--- src/rtl/mems_spi_reader.sv ---
// SPI mode-3 master for MEMS register access: single-byte writes and burst reads.
// SCLK timing is derived from rising edges of sclk_ref, which is sampled as data in the clk domain.
module mems_spi_reader #(
  parameter int MAX_BYTES      = 8,
  parameter int CNT_W          = 4,
  parameter int CS_SETUP_TICKS = 1,
  parameter int CS_HOLD_TICKS  = 1
) (
  input  logic             clk,
  input  logic             reset,
  input  logic             sclk_ref,
  input  logic             start,
  input  logic             wr,
  input  logic [5:0]       reg_addr,
  input  logic [7:0]       wr_data,
  input  logic [CNT_W-1:0] num_bytes,
  output logic             busy,
  output logic             done,
  output logic [7:0]       rd_data,
  output logic             rd_valid,
  output logic             spi_cs_n,
  output logic             spi_sclk,
  output logic             spi_mosi,
  input  logic             spi_miso
);

  localparam int TICK_MAX = (CS_SETUP_TICKS > CS_HOLD_TICKS) ? CS_SETUP_TICKS : CS_HOLD_TICKS;
  localparam int TICK_W   = (TICK_MAX > 1) ? $clog2(TICK_MAX + 1) : 1;

  typedef enum logic [1:0] {IDLE, CS_SETUP, SHIFT, CS_HOLD} state_t;

  state_t             state;
  logic               sync_p0, sync_p1, dly_p2;
  logic               tick;
  logic [TICK_W-1:0]  tick_cnt;
  logic [2:0]         bit_cnt;
  logic [CNT_W-1:0]   byte_cnt;
  logic [CNT_W-1:0]   len_q;
  logic               wr_q;
  logic               rd_pend;
  logic [7:0]         wr_data_q;
  logic [7:0]         tx_sh;
  logic [7:0]         rx_sh;

  function automatic logic [CNT_W-1:0] eff_len(input logic w, input logic [CNT_W-1:0] n);
    logic [CNT_W-1:0] r;
    if (w || n == '0)
      r = CNT_W'(1);
    else if (n > CNT_W'(MAX_BYTES))
      r = CNT_W'(MAX_BYTES);
    else
      r = n;
    return r;
  endfunction

  // MS (auto-increment) is only set for reads longer than one byte
  function automatic logic [7:0] cmd_byte(input logic w, input logic [CNT_W-1:0] len,
                                          input logic [5:0] a);
    return {~w, ~w & (len > CNT_W'(1)), a};
  endfunction

  // Stage p0/p1: synchronizer, p2: edge-detect delay
  always_ff @(posedge clk or posedge reset) begin
    if (reset) begin
      sync_p0 <= 1'b0;
      sync_p1 <= 1'b0;
      dly_p2  <= 1'b0;
    end else begin
      sync_p0 <= sclk_ref;
      sync_p1 <= sync_p0;
      dly_p2  <= sync_p1;
    end
  end

  assign tick = sync_p1 & ~dly_p2;

  always_ff @(posedge clk or posedge reset) begin
    if (reset) begin
      state    <= IDLE;
      tick_cnt <= '0;
      bit_cnt  <= '0;
      byte_cnt <= '0;
      len_q    <= '0;
      wr_q     <= 1'b0;
      rd_pend  <= 1'b0;
      busy     <= 1'b0;
      done     <= 1'b0;
      rd_data  <= '0;
      rd_valid <= 1'b0;
      spi_cs_n <= 1'b1;
      spi_sclk <= 1'b1;
      spi_mosi <= 1'b0;
    end else begin
      done     <= 1'b0;
      rd_valid <= 1'b0;
      rd_pend  <= 1'b0;
      if (rd_pend) begin
        rd_data  <= rx_sh;
        rd_valid <= 1'b1;
      end
      case (state)
        IDLE: begin
          if (start) begin
            wr_q     <= wr;
            len_q    <= eff_len(wr, num_bytes);
            tick_cnt <= '0;
            bit_cnt  <= '0;
            byte_cnt <= '0;
            spi_cs_n <= 1'b0;
            spi_sclk <= 1'b1;
            busy     <= 1'b1;
            state    <= CS_SETUP;
          end
        end
        CS_SETUP: begin
          if (tick) begin
            if (tick_cnt == TICK_W'(CS_SETUP_TICKS - 1)) begin
              tick_cnt <= '0;
              state    <= SHIFT;
            end else begin
              tick_cnt <= tick_cnt + 1'b1;
            end
          end
        end
        SHIFT: begin
          if (tick) begin
            if (spi_sclk) begin
              spi_sclk <= 1'b0;
              spi_mosi <= tx_sh[7];
            end else begin
              spi_sclk <= 1'b1;
              bit_cnt  <= bit_cnt + 1'b1;
              if (bit_cnt == 3'd7) begin
                byte_cnt <= byte_cnt + 1'b1;
                // byte 0 is the command; its MISO content is discarded
                if (byte_cnt != '0 && !wr_q)
                  rd_pend <= 1'b1;
                if (byte_cnt == len_q)
                  state <= CS_HOLD;
              end
            end
          end
        end
        CS_HOLD: begin
          if (tick) begin
            if (tick_cnt == TICK_W'(CS_HOLD_TICKS - 1)) begin
              tick_cnt <= '0;
              spi_cs_n <= 1'b1;
              spi_mosi <= 1'b0;
              busy     <= 1'b0;
              done     <= 1'b1;
              state    <= IDLE;
            end else begin
              tick_cnt <= tick_cnt + 1'b1;
            end
          end
        end
        default: state <= IDLE;
      endcase
    end
  end

  // Shift datapath: loaded on start, advanced by SCLK edges while in SHIFT
  always_ff @(posedge clk) begin
    if (state == IDLE && start) begin
      tx_sh     <= cmd_byte(wr, eff_len(wr, num_bytes), reg_addr);
      wr_data_q <= wr_data;
    end else if (state == SHIFT && tick) begin
      if (spi_sclk) begin
        tx_sh <= {tx_sh[6:0], 1'b0};
      end else begin
        rx_sh <= {rx_sh[6:0], spi_miso};
        if (bit_cnt == 3'd7)
          tx_sh <= wr_q ? wr_data_q : 8'h00;
      end
    end
  end

endmodule

--- config.mk ---
export PLATFORM = sky130hd
export DESIGN_NAME = mems_spi_reader
export DESIGN_NICKNAME = d
export VERILOG_FILES = /design/src/rtl/mems_spi_reader.sv
export SDC_FILE = /design/constraint.sdc
export NUM_CORES = 1
export LEC_CHECK = 0
export ABC_AREA = 1
export BUFFER_PORTS_ARGS = -buffer_cell sky130_fd_sc_hd__buf_2
export CAP_MARGIN = 30
export CORE_ASPECT_RATIO = 1.4
export CORE_MARGIN = 3
export CORE_UTILIZATION = 58
export CTS_BUF_LIST = sky130_fd_sc_hd__clkbuf_4 sky130_fd_sc_hd__clkbuf_8
export DETAILED_ROUTE_END_ITERATION = 6
export PLACE_DENSITY = 0.79
export SLEW_MARGIN = 0
export SYNTH_ARGS = -nofsm -noshare
export SYNTH_HDL_FRONTEND = slang
export SYNTH_SLANG_ARGS = --single-unit
--- constraint.sdc ---
create_clock -name clk -period 2.76 [get_ports clk]
set_input_delay 0.414 -clock clk [delete_from_list [all_inputs] [get_ports clk]]
set_output_delay 0.414 -clock clk [all_outputs]
set_load 0.005 [all_outputs]
==> results.py, run 1 <==
metrics = {
    "status": {
        "status": "completed",
    },
    "flow_run": {
        "maxCapViolCount": 0,
    },
    "clock_network": {
        "cts_tree": "done",
        "cts.sinks": 56,
        "clock_path_buffers": 2,
        "h-tree-depth": 2,
        "cts_hold_buf": 0,
        "cts-root-buf": "clkbuf_8",
        "cts.clk_slew.worst_paths_ns": 0.10,
        "cts-resized-gates": 0,
        "clk_latency_ns": 0.31,
        "cts_buffers": 5,
        "post-cts-setup-buffers": 0,
    },
    "global_route": {
        "antenna_found_initial": 0,
        "grt-busiest-layer": "met2",
        "grt_overflow": 0,
        "grt_first_pass_wirelength_um": 6420,
        "grtUsageMet2": 0.308,
        "groute.usage.overall": 0.178,
        "grt_pass1_vias": 1480,
        "grt.met1_usage": 0.204,
        "grt_use_met3": 0.0373,
        "grt_max_degree": 33,
    },
    "power": {
        "p_per_area_mw_per_mm2": 922,
        "p_total_mw": 2.56,
        "vdd_drop_max_mv": 0.468,
        "p_leak_nw": 1.35,
    },
    "hold_path": {
        "hp-class": "input pin to asynchronous set/reset pin",
    },
    "die": {
        "die-area_mm2": 0.00502,
        "die_y_um": 82.6,
        "rows": 27,
        "die_w_um": 60.7,
        "ioPinCount": 38,
        "start_util": 0.610,
        "core-area_mm2": 0.00399,
    },
    "sta": {
        "max_slew_margin": 0.586,
        "setup_viol": 0,
        "period_needed_ns": 1.87,
        "hold_viol_final": 0,
        "rsz0062_at_grt": "false",
        "max_freq_ghz": 0.535,
        "fin_skew_ns": 0.00613,
        "drv_slew": 0,
        "setup_tns_ns": 0,
        "tightest_slew_ns": 0.618,
        "fin_crit_sh": 0.677,
    },
    "setup_path": {
        "crit_fanout": 8,
        "critical_path_arrival_ns": 1.82,
        "critical_path_required_ns": 2.71,
        "worstSetupStartpointType": "register",
        "cp-end-kind": "register",
        "crit_type": "register to register",
    },
    "drt": {
        "vias": 1621,
        "wl_um": 3980,
        "dr.pass1.iters": 4,
        "wl_per_cell_um": 12.8,
        "drtIter0Drc": 55,
        "drc": 0,
        "via_per_inst": 5.20,
        "drtAntennaViolNets": 0,
    },
    "layout": {
        "syn_to_final_growth_pct": 14.2,
        "antenna_cells": 0,
        "layout_common_cells": "nand2_1, buf_2, dfrtp_1",
        "layout.nets": 300,
        "nFillCells": 299,
        "layout_commonest_cell": "nand2_1",
        "final_layout_size_suffix_gt1_frac": 0.264,
    },
    "yosys": {
        "ys_warn_count": 0,
        "synthAdderAreaFrac": 0.0412,
        "synth_seq_area_share": 0.627,
        "synth_xor_area_frac": 0.00721,
        "synth_top_family_by_area": "simple AND/OR/NAND/NOR gates",
        "syn_inst": 223,
        "synth_nets": 255,
        "synth_compound_area_frac": 0.0648,
        "yosys.cell_types.count": 32,
        "yosys.area_share.simple": 0.168,
        "synth-seq-cells": 56,
        "synth_area_mm2": 0.00243,
        "avgSynthCellArea_um2": 10.9,
        "synth_mux_area_frac": 0.0371,
    },
    "placed_design": {
        "io_buffers": 37,
        "place.gp.congestion": 0.832,
        "hpwl_um": 3000,
    },
}
## cell usage after synthesis
cell / instances / area [µm²]
a21oi_1: 5 / 25.0
a22oi_1: 2 / 15.0
a31oi_1: 5 / 31.3
buf_2: 2 / 10.0
buf_6: 1 / 11.3
clkbuf_1: 1 / 3.75
clkinv_1: 1 / 3.75
dfrtp_1: 30 / 751
dfstp_2: 2 / 52.6
edfxtp_1: 24 / 721
ha_1: 8 / 100
inv_1: 23 / 86.3
inv_2: 1 / 3.75
inv_4: 1 / 6.26
inv_6: 1 / 8.76
mux2_2: 8 / 90.1
nand2_1: 51 / 191
nand2_2: 1 / 6.26
nand2_4: 2 / 22.5
nand3_1: 14 / 70.1
nand4_1: 1 / 6.26
nor2_1: 18 / 67.6
nor2_2: 2 / 12.5
nor2_4: 1 / 11.3
nor2_8: 1 / 20.0
o21a_1: 1 / 7.51
o21ai_0: 8 / 40.0
o21ai_1: 2 / 10.0
o21ai_2: 1 / 8.76
o22ai_1: 2 / 12.5
o31ai_1: 1 / 7.51
xor2_1: 2 / 17.5
## kinds of logic after synthesis
kind of cell / after synthesis
AOI/OAI and AO/OA: 27
buffers and inverters: 31
xor gates and xnor gates: 2
adders and majority gates: 8
DFF: 56
and+or+nand+nor: 91
muxes: 8
## final timing paths
check,startpoint,to,slack (ns),cells past startpoint
setup / recovery,state[0],rx_sh[4],0.89,6
hold / removal,reset,sync_p1,0.16,3
setup reg to reg,state[0],rx_sh[4],0.89,6
hold reg to reg,sync_p0,sync_p1,0.37,0
max in group asynchronous,reset,spi_sclk,2.28,3
min in group clk,sclk_ref,sync_p0,0.21,1
## power breakdown
group / total [mW] / switching [mW] / internal (mW)
Sequential: 1.20 / 0.107 / 1.10
Combinational: 0.902 / 0.570 / 0.332
Clock: 0.452 / 0.259 / 0.192
Total: 2.56 / 0.936 / 1.62
## worst max-delay path: stages, from the launching register on
cell,delay [ns]
dfrtp_1,0.42
inv_1,0.10
ha_1,0.17
nand3_1,0.09
nor2_1,0.16
inv_1,0.08
nor2_1,0.48
## registers in the layout (all words and copies together) (netlist names)
| register | flops |
|---|---|
| spi_mosi | 1 |
| bit_cnt | 3 |
| dly_p2 | 1 |
| busy | 1 |
| len_q | 4 |
| rd_data | 8 |
| done | 1 |
| wr_data_q | 8 |
| rx_sh | 8 |
| spi_cs_n | 1 |
| byte_cnt | 4 |
| sync_p0 | 1 |
| tx_sh | 8 |
| rd_valid | 1 |
| spi_sclk | 1 |
| rd_pend | 1 |
| sync_p1 | 1 |
| wr_q | 1 |
| state | 2 |
## metrics by stage
step                      worst slack (ns)  hold slack, ns  utilization  cells  cell area (µm²)
after floorplan                      0.810           0.331            -    223             2430
after global placement               0.960           0.332        0.673    304             2680
after detailed placement             0.843           0.351        0.673    304             2680
after CTS                            0.833           0.172        0.696    312             2780
after global routing                 0.660           0.189        0.696    312             2780
final                                0.890           0.162        0.696    312             2780
## per-layer routing
layer  part of all wire  wire length (µm)
met1               0.42              1680
met2               0.52              2060
met3              0.038               152
met4              0.022                87
met5                  0                 0
## final cells by class
cell class              count  area [µm²]  share of cell area
inverters                  27         109              0.0392
repair buffers             42         223              0.0803
clock inverters             2        16.3             0.00586
clock buffers               6        76.3              0.0275
multi-input cells         136         773               0.279
well taps                  43        53.8              0.0194
flip-flops and latches     56        1520               0.549
Power figures use the tool's default switching activity.
==> run 2, diff against run 1 <==
- ABC_AREA: 1 -> 0
- clock period: 2.76 -> 1.9 ns (I/O delays scaled with it)
==> run 2 against run 1 <==
Net effect:
- sequential cell count is the same
- routed wire length rose by 13%
- sequential share of layout area down 1.1 points
- combinational power increased by 40%
- synthesized cell count decreased by 13%
- utilization rose by 1.4 points
- via count is 0.56% higher
- final area grew 2.0%
- sequential power up 47%
==> results.py, run 2 <==
metrics = {
    "drt": {
        "vias": 1630,
        "wl_per_cell_um": 16.0,
        "wl_um": 4490,
        "drc": 0,
        "drtIter0Drc": 88,
        "dr.pass1.iters": 4,
        "via_per_inst": 5.82,
        "drtAntennaViolNets": 0,
    },
    "yosys": {
        "synthTopCellsByCount": "dfrtp_1, edfxtp_1, nor2_1",
        "avgSynthCellArea_um2": 12.6,
        "synth-seq-cells": 56,
        "synth_area_mm2": 0.00243,
        "synth_seq_area_share": 0.627,
        "yosys.cell_types.count": 44,
        "synth_top_cell_area_share": 0.309,
        "synth_edf_count": 24,
        "synth.most_common_cell": "dfrtp_1",
        "syn_inst": 193,
        "synth_nets": 225,
        "netlist.top_cell.by_area": "dfrtp_1",
        "ys_warn_count": 0,
        "async_reset_ff_frac": 0.571,
        "synth.area.top_cells": "dfrtp_1, edfxtp_1, mux2_2",
        "synth_flop_cell": "dfrtp_1",
    },
    "global_route": {
        "groute.usage.overall": 0.202,
        "grt_overflow": 0,
        "grt_first_pass_wirelength_um": 7400,
        "antenna_found_initial": 0,
        "grt_max_degree": 33,
        "grt_pass1_vias": 1642,
    },
    "clock_network": {
        "cts.sinks": 56,
        "post-cts-setup-buffers": 0,
        "clk_latency_ns": 0.31,
        "cts_buffers": 5,
        "h-tree-depth": 2,
        "clock_path_buffers": 2,
        "cts.clk_slew.worst_paths_ns": 0.10,
        "cts-root-buf": "clkbuf_8",
        "cts_tree": "done",
    },
    "die": {
        "start_util": 0.610,
        "die_y_um": 82.6,
        "rows": 27,
        "ioPinCount": 38,
        "die_w_um": 60.7,
        "die-area_mm2": 0.00502,
        "core-area_mm2": 0.00399,
    },
    "status": {
        "status": "completed",
    },
    "sta": {
        "fin_crit_sh": 0.959,
        "tightest_slew_ns": 0.560,
        "rsz0062_at_grt": "false",
        "drv_slew": 0,
        "setup_viol": 0,
        "period_needed_ns": 1.82,
        "max_slew_margin": 0.626,
        "fin_skew_ns": 0.0154,
        "hold_viol_final": 0,
        "max_freq_ghz": 0.549,
    },
    "setup_path": {
        "worstSetupStartpointType": "register",
        "cp-end-kind": "register",
        "critical_path_required_ns": 2.11,
        "crit_type": "register to register",
        "critical_path_arrival_ns": 2.03,
        "crit_fanout": 6,
    },
    "power": {
        "p_leak_nw": 1.27,
        "p_per_area_mw_per_mm2": 1300,
        "vdd_drop_max_mv": 0.795,
    },
    "layout": {
        "antenna_cells": 0,
        "layout_commonest_cell": "buf_2",
        "final_layout_size_suffix_gt1_frac": 0.308,
        "syn_to_final_growth_pct": 16.4,
        "layout_common_cells": "buf_2, dfrtp_1, edfxtp_1",
        "final_core_util": 0.710,
        "finalInstanceArea_mm2": 0.00283,
        "layout.nets": 268,
    },
    "placed_design": {
        "hpwl_um": 3280,
        "place.gp.congestion": 0.810,
        "io_buffers": 37,
        "postPlaceCellArea_mm2": 0.00271,
    },
    "flow_run": {
        "maxCapViolCount": 0,
    },
    "hold_path": {
        "hp-class": "input pin to asynchronous set/reset pin",
    },
}
-- run 2: final timing paths --
path                       cells past startpoint  slack, ns     endpoint  startpoint
setup / recovery                               7       0.08     state[1]    state[1]
hold / removal                                 3       0.04  byte_cnt[3]       reset
setup reg to reg                               7       0.08     state[1]    state[1]
hold reg to reg                                0       0.37      sync_p1     sync_p0
max in group asynchronous                      3       1.54     spi_sclk       reset
min in group clk                               1       0.08      sync_p0    sclk_ref
-- run 2: metal layers --
layer  vias up  GRT usage  share of wire
li1        782          -              -
met1       793      0.222           0.40
met2        44      0.363           0.54
met3        11     0.0544          0.046
met4         0     0.0803          0.019
met5         -          0              0
-- run 2: stage by stage --
stage	setup WS [ns]	power, mW	TNS, ns	instances	hold WS [ns]
2_1_floorplan	0.0482	2.54	0	193	0.316
3_3_place_gp	0.125	2.90	0	272	0.335
3_5_place_dp	-0.0722	2.96	-0.0722	272	0.346
4_1_cts	0.0174	3.65	0	280	0.0482
5_1_grt	0.0110	3.93	0	280	0.0575
6_report	0.0774	3.68	0	280	0.0431
-- run 2: power by group --
group / total [mW] / switching [mW] / internal, mW / leakage (nW)
registers: 1.76 / 0.196 / 1.57 / 0.617
clock network: 0.656 / 0.379 / 0.277 / 0.0448
logic: 1.26 / 0.641 / 0.619 / 0.607
total: 3.68 / 1.22 / 2.46 / 1.27
-- run 2: what timing repair did --
item | in CTS | in global routing
setup endpoints to repair | 1 | 3
hold buffers | 0 | 0
gates resized for setup | 2 | 7
-- run 2: kinds of logic (layout without fill, tap and decap cells) --
| group | after synthesis | after routing | share of synthesized area |
|---|---|---|---|
| AND/OR/NAND/NOR | 62 | 62 | 0.138 |
| flip-flops | 56 | 56 | 0.627 |
| AO/OA/AOI/OAI | 36 | 36 | 0.110 |
| buffers and inverters | 18 | 62 | 0.0283 |
| multiplexers | 9 | 9 | 0.0417 |
| adder cells (fa/ha/maj) | 8 | 8 | 0.0412 |
| XOR/XNOR | 4 | 4 | 0.0144 |
-- run 2: worst max-delay path, stage by stage (launching register included) --
cell and delay (ns):
dfrtp_1 0.42, inv_1 0.12, ha_2 0.23, and2b_2 0.21, buf_4 0.17, a21oi_1 0.06, and4b_1 0.23, o31ai_1 0.29
-- run 2: cell type report --
type | count | area, µm²
fillers | 299 | 1160
clock inverters | 2 | 16.3
multi-input cells | 119 | 872
inverters | 10 | 37.5
well taps | 43 | 53.8
repair buffers | 44 | 250
clock buffers | 6 | 76.3
flip-flops and latches | 56 | 1520
